==> config.mk <==
export PLATFORM = sky130hd
export DESIGN_NAME = conv_engine
export DESIGN_NICKNAME = d
export VERILOG_FILES = /design/src/rtl/conv_pkg.sv /design/src/rtl/conv_mac.sv /design/src/rtl/conv_engine.sv
export SDC_FILE = /design/constraint.sdc
export NUM_CORES = 1
export LEC_CHECK = 0
export ABC_AREA = 0
export CORE_MARGIN = 1
export CORE_UTILIZATION = 60
export DETAILED_ROUTE_END_ITERATION = 12
export GPL_TIMING_DRIVEN = 0
export PLACE_DENSITY = 0.8
export SETUP_SLACK_MARGIN = 0.3
export SKIP_CTS_REPAIR_TIMING = 1
export SYNTH_ARGS = -nofsm -noshare
export SYNTH_HDL_FRONTEND = slang
export SYNTH_SLANG_ARGS = --single-unit
==> constraint.sdc <==
create_clock -name clk -period 27 [get_ports clk]
set_input_delay 5.4 -clock clk [delete_from_list [all_inputs] [get_ports clk]]
set_output_delay 5.4 -clock clk [all_outputs]
set_load 0.01 [all_outputs]
==> src/rtl/conv_pkg.sv <==
// Shared FSM state encoding, default parameters and tap-index width helper for conv_engine.
// No logic; imported by conv_engine and conv_mac.
package conv_pkg;

  localparam int DATA_W_DEF = 8;
  localparam int ACC_W_DEF  = 32;
  localparam int KSIZE_DEF  = 3;
  localparam int ADDR_W_DEF = 12;

  typedef enum logic [2:0] {
    IDLE,
    READ,
    DRAIN,
    WRITE,
    FIN
  } conv_state_t;

  // A 1x1 kernel still needs a 1-bit index port
  function automatic int idx_w(input int ksize);
    return (ksize * ksize > 1) ? $clog2(ksize * ksize) : 1;
  endfunction

endpackage

==> src/rtl/conv_mac.sv <==
// Multiply-accumulate over one kernel window, then shift and saturate; pixel data lands 1 cycle after rd_en.
// result is combinational from the next accumulator value; no backpressure, consumes one tap per cycle.
module conv_mac
  import conv_pkg::*;
#(
  parameter int DATA_W = DATA_W_DEF,
  parameter int ACC_W  = ACC_W_DEF
) (
  input  logic                     clk,
  input  logic                     rst_n,
  input  logic                     rd_en,
  input  logic                     first,
  input  logic signed [DATA_W-1:0] tap,
  input  logic [DATA_W-1:0]        rdata,
  input  logic [3:0]               shift,
  output logic [DATA_W-1:0]        result
);

  logic                     vld_q;
  logic                     first_q;
  logic signed [DATA_W-1:0] tap_q;
  logic signed [ACC_W-1:0]  acc;
  logic signed [ACC_W-1:0]  acc_base;
  logic signed [ACC_W-1:0]  acc_nxt;
  logic signed [ACC_W-1:0]  px_ext;
  logic signed [ACC_W-1:0]  tap_ext;
  logic signed [ACC_W-1:0]  prod;
  logic signed [ACC_W-1:0]  shifted;

`ifdef CONV_RELU_EN
  localparam logic signed [ACC_W-1:0] U_MAX = ACC_W'((64'sd1 <<< DATA_W) - 64'sd1);
`else
  localparam logic signed [ACC_W-1:0] S_MAX = ACC_W'((64'sd1 <<< (DATA_W - 1)) - 64'sd1);
  localparam logic signed [ACC_W-1:0] S_MIN = -S_MAX - 1;
`endif

  // Tap and first flag are delayed to line up with the 1-cycle read data
  always_ff @(posedge clk or negedge rst_n) begin
    if (!rst_n) begin
      vld_q   <= 1'b0;
      first_q <= 1'b0;
      tap_q   <= '0;
      acc     <= '0;
    end else begin
      vld_q   <= rd_en;
      first_q <= rd_en & first;
      tap_q   <= tap;
      acc     <= acc_nxt;
    end
  end

  always_comb begin
    px_ext   = {{(ACC_W - DATA_W){1'b0}}, rdata};
    tap_ext  = {{(ACC_W - DATA_W){tap_q[DATA_W-1]}}, tap_q};
    prod     = px_ext * tap_ext;
    acc_base = first_q ? '0 : acc;
    acc_nxt  = vld_q ? acc_base + prod : acc;
    shifted  = acc_nxt >>> shift;
`ifdef CONV_RELU_EN
    if (shifted[ACC_W-1])    result = '0;
    else if (shifted > U_MAX) result = U_MAX[DATA_W-1:0];
    else                      result = shifted[DATA_W-1:0];
`else
    if (shifted > S_MAX)      result = S_MAX[DATA_W-1:0];
    else if (shifted < S_MIN) result = S_MIN[DATA_W-1:0];
    else                      result = shifted[DATA_W-1:0];
`endif
  end

endmodule

==> src/rtl/conv_engine.sv <==
// Valid-mode KSIZE x KSIZE convolution over a RAM image; KSIZE*KSIZE+2 cycles per output pixel.
// No backpressure: memory must answer reads in 1 cycle. CONV_RELU_EN selects unsigned ReLU saturation.
module conv_engine
  import conv_pkg::*;
#(
  parameter int DATA_W = DATA_W_DEF,
  parameter int ACC_W  = ACC_W_DEF,
  parameter int KSIZE  = KSIZE_DEF,
  parameter int ADDR_W = ADDR_W_DEF
) (
  input  logic                    clk,
  input  logic                    rst_n,
  input  logic                    start,
  input  logic [ADDR_W-1:0]       img_w,
  input  logic [ADDR_W-1:0]       img_h,
  input  logic [ADDR_W-1:0]       src_base,
  input  logic [ADDR_W-1:0]       dst_base,
  input  logic [3:0]              shift,
  input  logic                    k_wr_en,
  input  logic [idx_w(KSIZE)-1:0] k_wr_idx,
  input  logic [DATA_W-1:0]       k_wr_data,
  output logic [ADDR_W-1:0]       mem_addr,
  output logic                    mem_rd_en,
  output logic                    mem_wr_en,
  output logic [DATA_W-1:0]       mem_wdata,
  input  logic [DATA_W-1:0]       mem_rdata,
  output logic                    busy,
  output logic                    done,
  output logic                    err
);

  localparam int                KK     = KSIZE * KSIZE;
  localparam int                TW     = idx_w(KSIZE);
  localparam logic [TW-1:0]     T_LAST = TW'(KK - 1);
  localparam logic [TW-1:0]     J_LAST = TW'(KSIZE - 1);
  localparam logic [ADDR_W-1:0] K_A    = ADDR_W'(KSIZE);
  localparam logic [ADDR_W-1:0] ONE_A  = ADDR_W'(1);

  conv_state_t              state;
  logic signed [DATA_W-1:0] taps [KK];
  logic [TW-1:0]            t;
  logic [TW-1:0]            j;
  logic [ADDR_W-1:0]        ow_q;
  logic [ADDR_W-1:0]        oh_q;
  logic [ADDR_W-1:0]        r;
  logic [ADDR_W-1:0]        c;
  logic [ADDR_W-1:0]        origin;
  logic [ADDR_W-1:0]        dst_ptr;
  logic [3:0]               shift_q;
  logic [DATA_W-1:0]        mac_result;

  always_ff @(posedge clk or negedge rst_n) begin
    if (!rst_n) begin
      for (int n = 0; n < KK; n++) taps[n] <= '0;
    end else if (state == IDLE && k_wr_en && int'(k_wr_idx) < KK) begin
      taps[k_wr_idx] <= signed'(k_wr_data);
    end
  end

  conv_mac #(
    .DATA_W (DATA_W),
    .ACC_W  (ACC_W)
  ) u_mac (
    .clk    (clk),
    .rst_n  (rst_n),
    .rd_en  (mem_rd_en),
    .first  (t == '0),
    .tap    (taps[t]),
    .rdata  (mem_rdata),
    .shift  (shift_q),
    .result (mac_result)
  );

  always_ff @(posedge clk or negedge rst_n) begin
    if (!rst_n) begin
      state     <= IDLE;
      busy      <= 1'b0;
      done      <= 1'b0;
      err       <= 1'b0;
      mem_rd_en <= 1'b0;
      mem_wr_en <= 1'b0;
      mem_addr  <= '0;
      mem_wdata <= '0;
      t         <= '0;
      j         <= '0;
      ow_q      <= '0;
      oh_q      <= '0;
      r         <= '0;
      c         <= '0;
      origin    <= '0;
      dst_ptr   <= '0;
      shift_q   <= '0;
    end else begin
      done <= 1'b0;
      case (state)
        IDLE: begin
          if (start) begin
            busy <= 1'b1;
            if (img_w < K_A || img_h < K_A) begin
              state <= FIN;
              done  <= 1'b1;
              err   <= 1'b1;
            end else begin
              state     <= READ;
              err       <= 1'b0;
              mem_rd_en <= 1'b1;
              mem_addr  <= src_base;
              origin    <= src_base;
              dst_ptr   <= dst_base;
              ow_q      <= img_w - K_A + ONE_A;
              oh_q      <= img_h - K_A + ONE_A;
              shift_q   <= shift;
              r         <= '0;
              c         <= '0;
              t         <= '0;
              j         <= '0;
            end
          end
        end
        READ: begin
          if (t == T_LAST) begin
            state     <= DRAIN;
            mem_rd_en <= 1'b0;
            t         <= '0;
          end else if (j == J_LAST) begin
            // next kernel row starts img_w-KSIZE+1 past the current one's last tap
            t        <= t + 1'b1;
            j        <= '0;
            mem_addr <= mem_addr + ow_q;
          end else begin
            t        <= t + 1'b1;
            j        <= j + 1'b1;
            mem_addr <= mem_addr + ONE_A;
          end
        end
        DRAIN: begin
          state     <= WRITE;
          mem_wr_en <= 1'b1;
          mem_addr  <= dst_ptr;
          mem_wdata <= mac_result;
        end
        WRITE: begin
          mem_wr_en <= 1'b0;
          dst_ptr   <= dst_ptr + ONE_A;
          t         <= '0;
          j         <= '0;
          if (c == ow_q - ONE_A) begin
            c <= '0;
            if (r == oh_q - ONE_A) begin
              state <= FIN;
              done  <= 1'b1;
            end else begin
              // last window of a row sits KSIZE before the next row's first window
              state     <= READ;
              r         <= r + ONE_A;
              origin    <= origin + K_A;
              mem_addr  <= origin + K_A;
              mem_rd_en <= 1'b1;
            end
          end else begin
            state     <= READ;
            c         <= c + ONE_A;
            origin    <= origin + ONE_A;
            mem_addr  <= origin + ONE_A;
            mem_rd_en <= 1'b1;
          end
        end
        FIN: begin
          state <= IDLE;
          busy  <= 1'b0;
        end
        default: begin
          state <= IDLE;
          busy  <= 1'b0;
        end
      endcase
    end
  end

endmodule

==> results of run 1 <==
-- how the worst max path moves through the flow --
stage / start / to / slack, ps / cells past startpoint
after floorplan: mem_rdata[0] / mem_wdata[0] / 13240 / 35
after global placement: mem_rdata[0] / mem_wdata[6] / 10330 / 36
after detailed placement: mem_rdata[0] / mem_wdata[5] / 10300 / 36
after CTS: mem_rdata[0] / mem_wdata[5] / 10810 / 36
after global routing: mem_rdata[3] / mem_wdata[5] / 10120 / 35
final: mem_rdata[0] / mem_wdata[5] / 10520 / 36
-- power groups by stage --
stage | Sequential (W) | Clock, W | Combinational [W]
floorplan | 0.000547 | 0 | 0.00126
finish | 0.000579 | 0.000351 | 0.00177
global placement | 0.000571 | 0 | 0.00170
detailed placement | 0.000579 | 0 | 0.00172
global route | 0.000593 | 0.000368 | 0.00194
CTS | 0.000575 | 0.000354 | 0.00174
-- state kept, by name (all words and copies together), names as in the netlist, 8 cells and up --
name,count
r,12
u_mac.tap_q,8
mem_addr,12
oh_q,12
taps,72
u_mac.acc,32
origin,12
ow_q,12
dst_ptr,12
c,12
mem_wdata,8
-- cell usage in the layout, fill, tap and decap left out, types with 70 or more instances in the layout --
cell	count
dfrtp_1	226
nand2_1	205
nor2_1	188
o21ai_0	151
a21oi_1	134
inv_1	119
clkbuf_1	97
clkdlybuf4s50_1	97
mux2_2	94
ha_1	89
xnor2_1	70
-- worst max-delay path: cells and delay by family --
kind,cells,cell delay [ps]
mux,1,320
compound gates,10,2930
simple gates,9,2820
fa+ha+maj,6,2970
buf+inv,10,2430
-- final cells by class --
type / instances / area (um2) / area share [%]
sequential: 226 / 5660 / 26.2
clock buffer: 30 / 673 / 3.12
tap: 402 / 503 / 2.33
timing repair buffer: 99 / 1010 / 4.69
buffer: 121 / 484 / 2.24
clock inverter: 12 / 161 / 0.747
multi-input combinational: 1762 / 12600 / 58.5
inverter: 125 / 474 / 2.20
-- cell families (layout without fill, tap and decap cells) --
group | after synthesis | after routing
adders and majority gates | 129 | 129
buffers and inverters | 246 | 387
xor gates and xnor gates | 109 | 109
DFF | 226 | 226
muxes | 165 | 165
AOI/OAI and AO/OA | 579 | 579
and+or+nand+nor | 780 | 780
-- stage by stage --
stage / util [%] / total power [W]
3_5_place_dp: 65.8 / 0.00230
4_1_cts: 68.4 / 0.00267
2_1_floorplan: - / 0.00181
3_3_place_gp: 65.6 / 0.00227
5_1_grt: 68.5 / 0.00290
6_report: 68.5 / 0.00270
-- cell usage after synthesis (61+ instances only) --
cell type / instances / share of area (%)
o21ai_0: 151 / 3.9
dfrtp_1: 226 / 29
nand2_1: 205 / 4.0
inv_1: 119 / 2.3
clkbuf_1: 96 / 1.9
a21oi_1: 134 / 3.5
xnor2_1: 70 / 3.2
mux2_2: 94 / 5.5
ha_1: 89 / 5.8
and2_1: 61 / 2.0
nor2_1: 188 / 3.7
nand3_1: 68 / 1.8
-- routing by layer --
| metal | vias to the layer above | share of wire [%] | GRT usage, % |
|---|---|---|---|
| li1 | 8336 | - | - |
| met1 | 8914 | 41 | 47.7 |
| met2 | 780 | 48 | 61.6 |
| met3 | 172 | 7.1 | 4.07 |
| met4 | 0 | 4.5 | 16.0 |
| met5 | - | 0 | 0 |
==> impl_metrics.ini, run 1 <==
[outcome]
status = complete, no violations

[grt]
grt_max_degree = 115
grt_pass1_vias = 18100
grt_usage_pct = 36.6
globalRouteOverflowTotal = 0
antenna_found_initial = 0
grt_pass1_wl_um = 95500

[power]
power_frac_clock_pct = 13.0
p_int_w = 0.00135
leakage_nw = 9.48
power_density_nw_per_um2 = 125
p_comb_share_pct = 65.6
peakVddDrop_v = 0.0000760
swShare_pct = 50.0
power_frac_seq_pct = 21.4
switchingPower_w = 0.00135

[sta]
setup_ws_ps = 10520
post-route-period-util_pct = 61.0
fin_worst_skew_ps = 25.2
maxSlewViolCount = 0
setup_viol = 0
timing.final.hold_violations = 0
timing.hold.ws_ps = 398
tightest_slew_ps = 1340
fin_tns_setup_ps = 0
layout_min_cycle_time_ps = 16480
relSlewSlack_pct = 10.3
fmax_mhz = 60.7
rsz0062_at_grt = no

[synthesis]
netlist_instances = 2234
async_flop_share_pct = 100
synth_top_family_by_area = compound AO/OA/AOI/OAI gates
synthSimpleGateAreaFrac_pct = 19.9
synth_seq_area_share_pct = 29.4
synth_xor_area_share_pct = 4.96
synth_nets = 2439
synth-compound-area-share_pct = 20.3
synth_edf_count = 0
synth_area_um2 = 19200
synthAdderAreaFrac_pct = 9.96
avgSynthCellArea_um2 = 8.61
yosysWarnings = 0
synth_flop_cell = dfrtp_1
synth-seq-cells = 226
synth.distinct_cells = 96
synthMuxAreaShare_pct = 10.5

[worst_setup_path]
path_max_fanout = 16
cp.required_ps = 27400
crit_path_start_kind = input pin
slowest_stage = nor2_1
reg2reg_from = u_mac.tap_q[7]
cp-end-kind = flip-flop
rrSetupSlack_ps = 15360
cpPeakStageDelay_ps = 650
critPathArrivalTime_ps = 16890
rr_worst_depth = 35
crit_type = input pin to flip-flop
reg2reg_to = mem_wdata[5]

[hold_path]
holdCritStartpoint = mem_rd_en
holdPathEnd = u_mac.vld_q
hold_class = flip-flop to flip-flop
holdPathStages = 0

[clock_tree]
clk_pin_slew_ps = 60
clock_path_buffers = 3
clk_latency_ps = 540
clock_sinks = 226
cts_tree = built
cts_buffers = 24
cts-root-buf = clkbuf_16
htree_levels = 1

[finish]
final_cell_area_um2 = 21600
final_cells = 2777
diodes = 0
num-fill-cells = 2610
area_delta_synth_final_pct = 12.3
fin_nets = 2564
layout-drive-gt1-share_pct = 8.72

[placed_design]
place_ws_ps = 10300
gp_congestion = 0.994
hpwl_um = 45600
dp.cells = 2735
dpl_cell_area_um2 = 20800
numPortBuffers = 98

[floorplan]
dieArea_um2 = 32800
fp.dieH_um = 181
start_util_pct = 60.9
core_area_um2 = 31600
pin_count = 101
die_x_um = 181
std_cell_rows = 65

[routing]
first_iter_violations = 1790
antenna_left = 0
drc_errors = 0
vias = 18200
drt-pass1-iter-count = 6
post_drt_wl_per_cell_um = 21.4
drt-vias-per-instance = 6.55
wirelength_um = 59500

[flow_run]
drv_cap = 0
Note: power is estimated with default switching activity, not from simulation.
==> run 2, diff against run 1 <==
CORE_UTILIZATION = 56   (was 60)
PLACE_DENSITY = 0.78   (was 0.8)
clock period = 14 ns   (was 27 ns; I/O delays follow)
==> impl_metrics.ini, run 2 (synthesis results as in run 1) <==
[outcome]
status = finished with violations
violations = capacitance limit

[routing]
vias = 18200
drc_errors = 0
drt-pass1-iter-count = 6
post_drt_wl_per_cell_um = 21.2
first_iter_violations = 1754
wl_met1_um = 24800
route.met2.wl_um = 28100
drt-vias-per-instance = 6.43
wirelength_um = 59800
wl_met3_um = 4430
antenna_left = 0
maxUsedRoutingLayer = met5

[clock_tree]
clock_sinks = 226
clk_pin_slew_ps = 60
cts-root-buf = clkbuf_16
clk_latency_ps = 530
cts_tree = built
htree_levels = 1
cts_buffers = 24
clock_path_buffers = 3

[power]
power_density_nw_per_um2 = 240
peakVddDrop_v = 0.000140
leakage_nw = 9.48
power.total_w = 0.00521

[sta]
layout_min_cycle_time_ps = 13000
fmax_mhz = 76.9
fin_tns_setup_ps = 0
maxSlewViolCount = 0
post-route-period-util_pct = 92.9
fin_worst_skew_ps = 10.6
rsz0062_at_grt = no
tightest_slew_ps = 1470
timing.final.hold_violations = 0
relSlewSlack_pct = 1.15
setup_viol = 0

[finish]
top_register = taps
num-fill-cells = 2922
layout-drive-gt1-share_pct = 8.79
reg_top3 = taps: 72 flops, u_mac.acc: 32 flops
diodes = 0
largest_register_ffs = 72
area_delta_synth_final_pct = 12.6
final_cell_mix = 226 x dfrtp_1, 205 x nand2_1, 187 x nor2_1, 151 x o21ai_0, 134 x a21oi_1
fin_nets = 2564
final_common_cell = dfrtp_1
final_cells = 2825

[worst_setup_path]
path_max_fanout = 16
crit_type = input pin to flip-flop
reg2reg_from = u_mac.tap_q[7]
crit_path_frequent_cell = fa_1
critPathArrivalTime_ps = 13410
startpoint = mem_rdata[0]
cp.required_ps = 14410
slowest_stage = fa_1
crit_path_start_kind = input pin
cpPeakStageDelay_ps = 560
cp-end-kind = flip-flop

[floorplan]
die_x_um = 187
pin_count = 101
fp.dieH_um = 187
std_cell_rows = 67
dieArea_um2 = 35100
core_area_um2 = 33700
start_util_pct = 57.1

[placed_design]
dp.cells = 2781
numPortBuffers = 98
hpwl_um = 45700
gp_congestion = 1.01

[hold_path]
hold_class = flip-flop to flip-flop
holdCritStartpoint = mem_rd_en

[grt]
grt_pass1_vias = 17900
grt_pass1_wl_um = 95800
globalRouteOverflowTotal = 0
grt_max_degree = 123
grt_usage_pct = 34.0
antenna_found_initial = 1

[flow_run]
drv_cap = 1
-- run 2: power by group --
group	switching, W	total [W]	internal (W)	leakage, nW
Sequential	0.000225	0.00112	0.000891	2.92
Clock	0.000271	0.000660	0.000388	0.399
Combinational	0.00211	0.00343	0.00132	6.16
Total	0.00261	0.00521	0.00260	9.48
-- run 2: final timing paths --
path / endpoint / slack [ps] / cells after the start
max: mem_wdata[0] / 1000 / 35
min: u_mac.vld_q / 420 / 0
max reg2reg: mem_wdata[0] / 3200 / 34
min reg2reg: u_mac.vld_q / 420 / 0
max in group asynchronous: u_mac.acc[26] / 10590 / 2
min in group asynchronous: taps[13] / 2320 / 1
-- run 2: area by class of cell --
| class | count | area [um2] | area share (%) |
|---|---|---|---|
| buffer | 121 | 485 | 2.24 |
| clock buffer | 31 | 657 | 3.03 |
| clock inverter | 13 | 160 | 0.740 |
| inverter | 125 | 474 | 2.19 |
| multi-input combinational | 1762 | 12600 | 58.4 |
| sequential | 226 | 5660 | 26.1 |
| tap | 448 | 561 | 2.59 |
| timing repair buffer | 99 | 1010 | 4.68 |
-- run 2: per-layer routing --
metal / global-route usage, % / vias up
met3: 5.05 / 160
met2: 56.5 / 794
met4: 14.1 / 2
met1: 44.5 / 8850
met5: 0 / -
li1: - / 8347
-- run 2: through the flow --
stage	util, %	setup WS, ps	hold slack (ps)	instance area, um2
3_5_place_dp	61.7	-172	388	20800
6_report	64.3	1000	418	21700
4_1_cts	64.2	313	420	21600
2_1_floorplan	-	2840	435	19200
3_3_place_gp	61.6	-206	382	20800
5_1_grt	64.3	458	438	21700
-- run 2: critical path: cells and delay by family --
kind,cells,cell delay (ps)
fa+ha+maj,6,2930
buf+inv,9,2240
mux,1,260
compound gates,12,3510
simple gates,7,1650
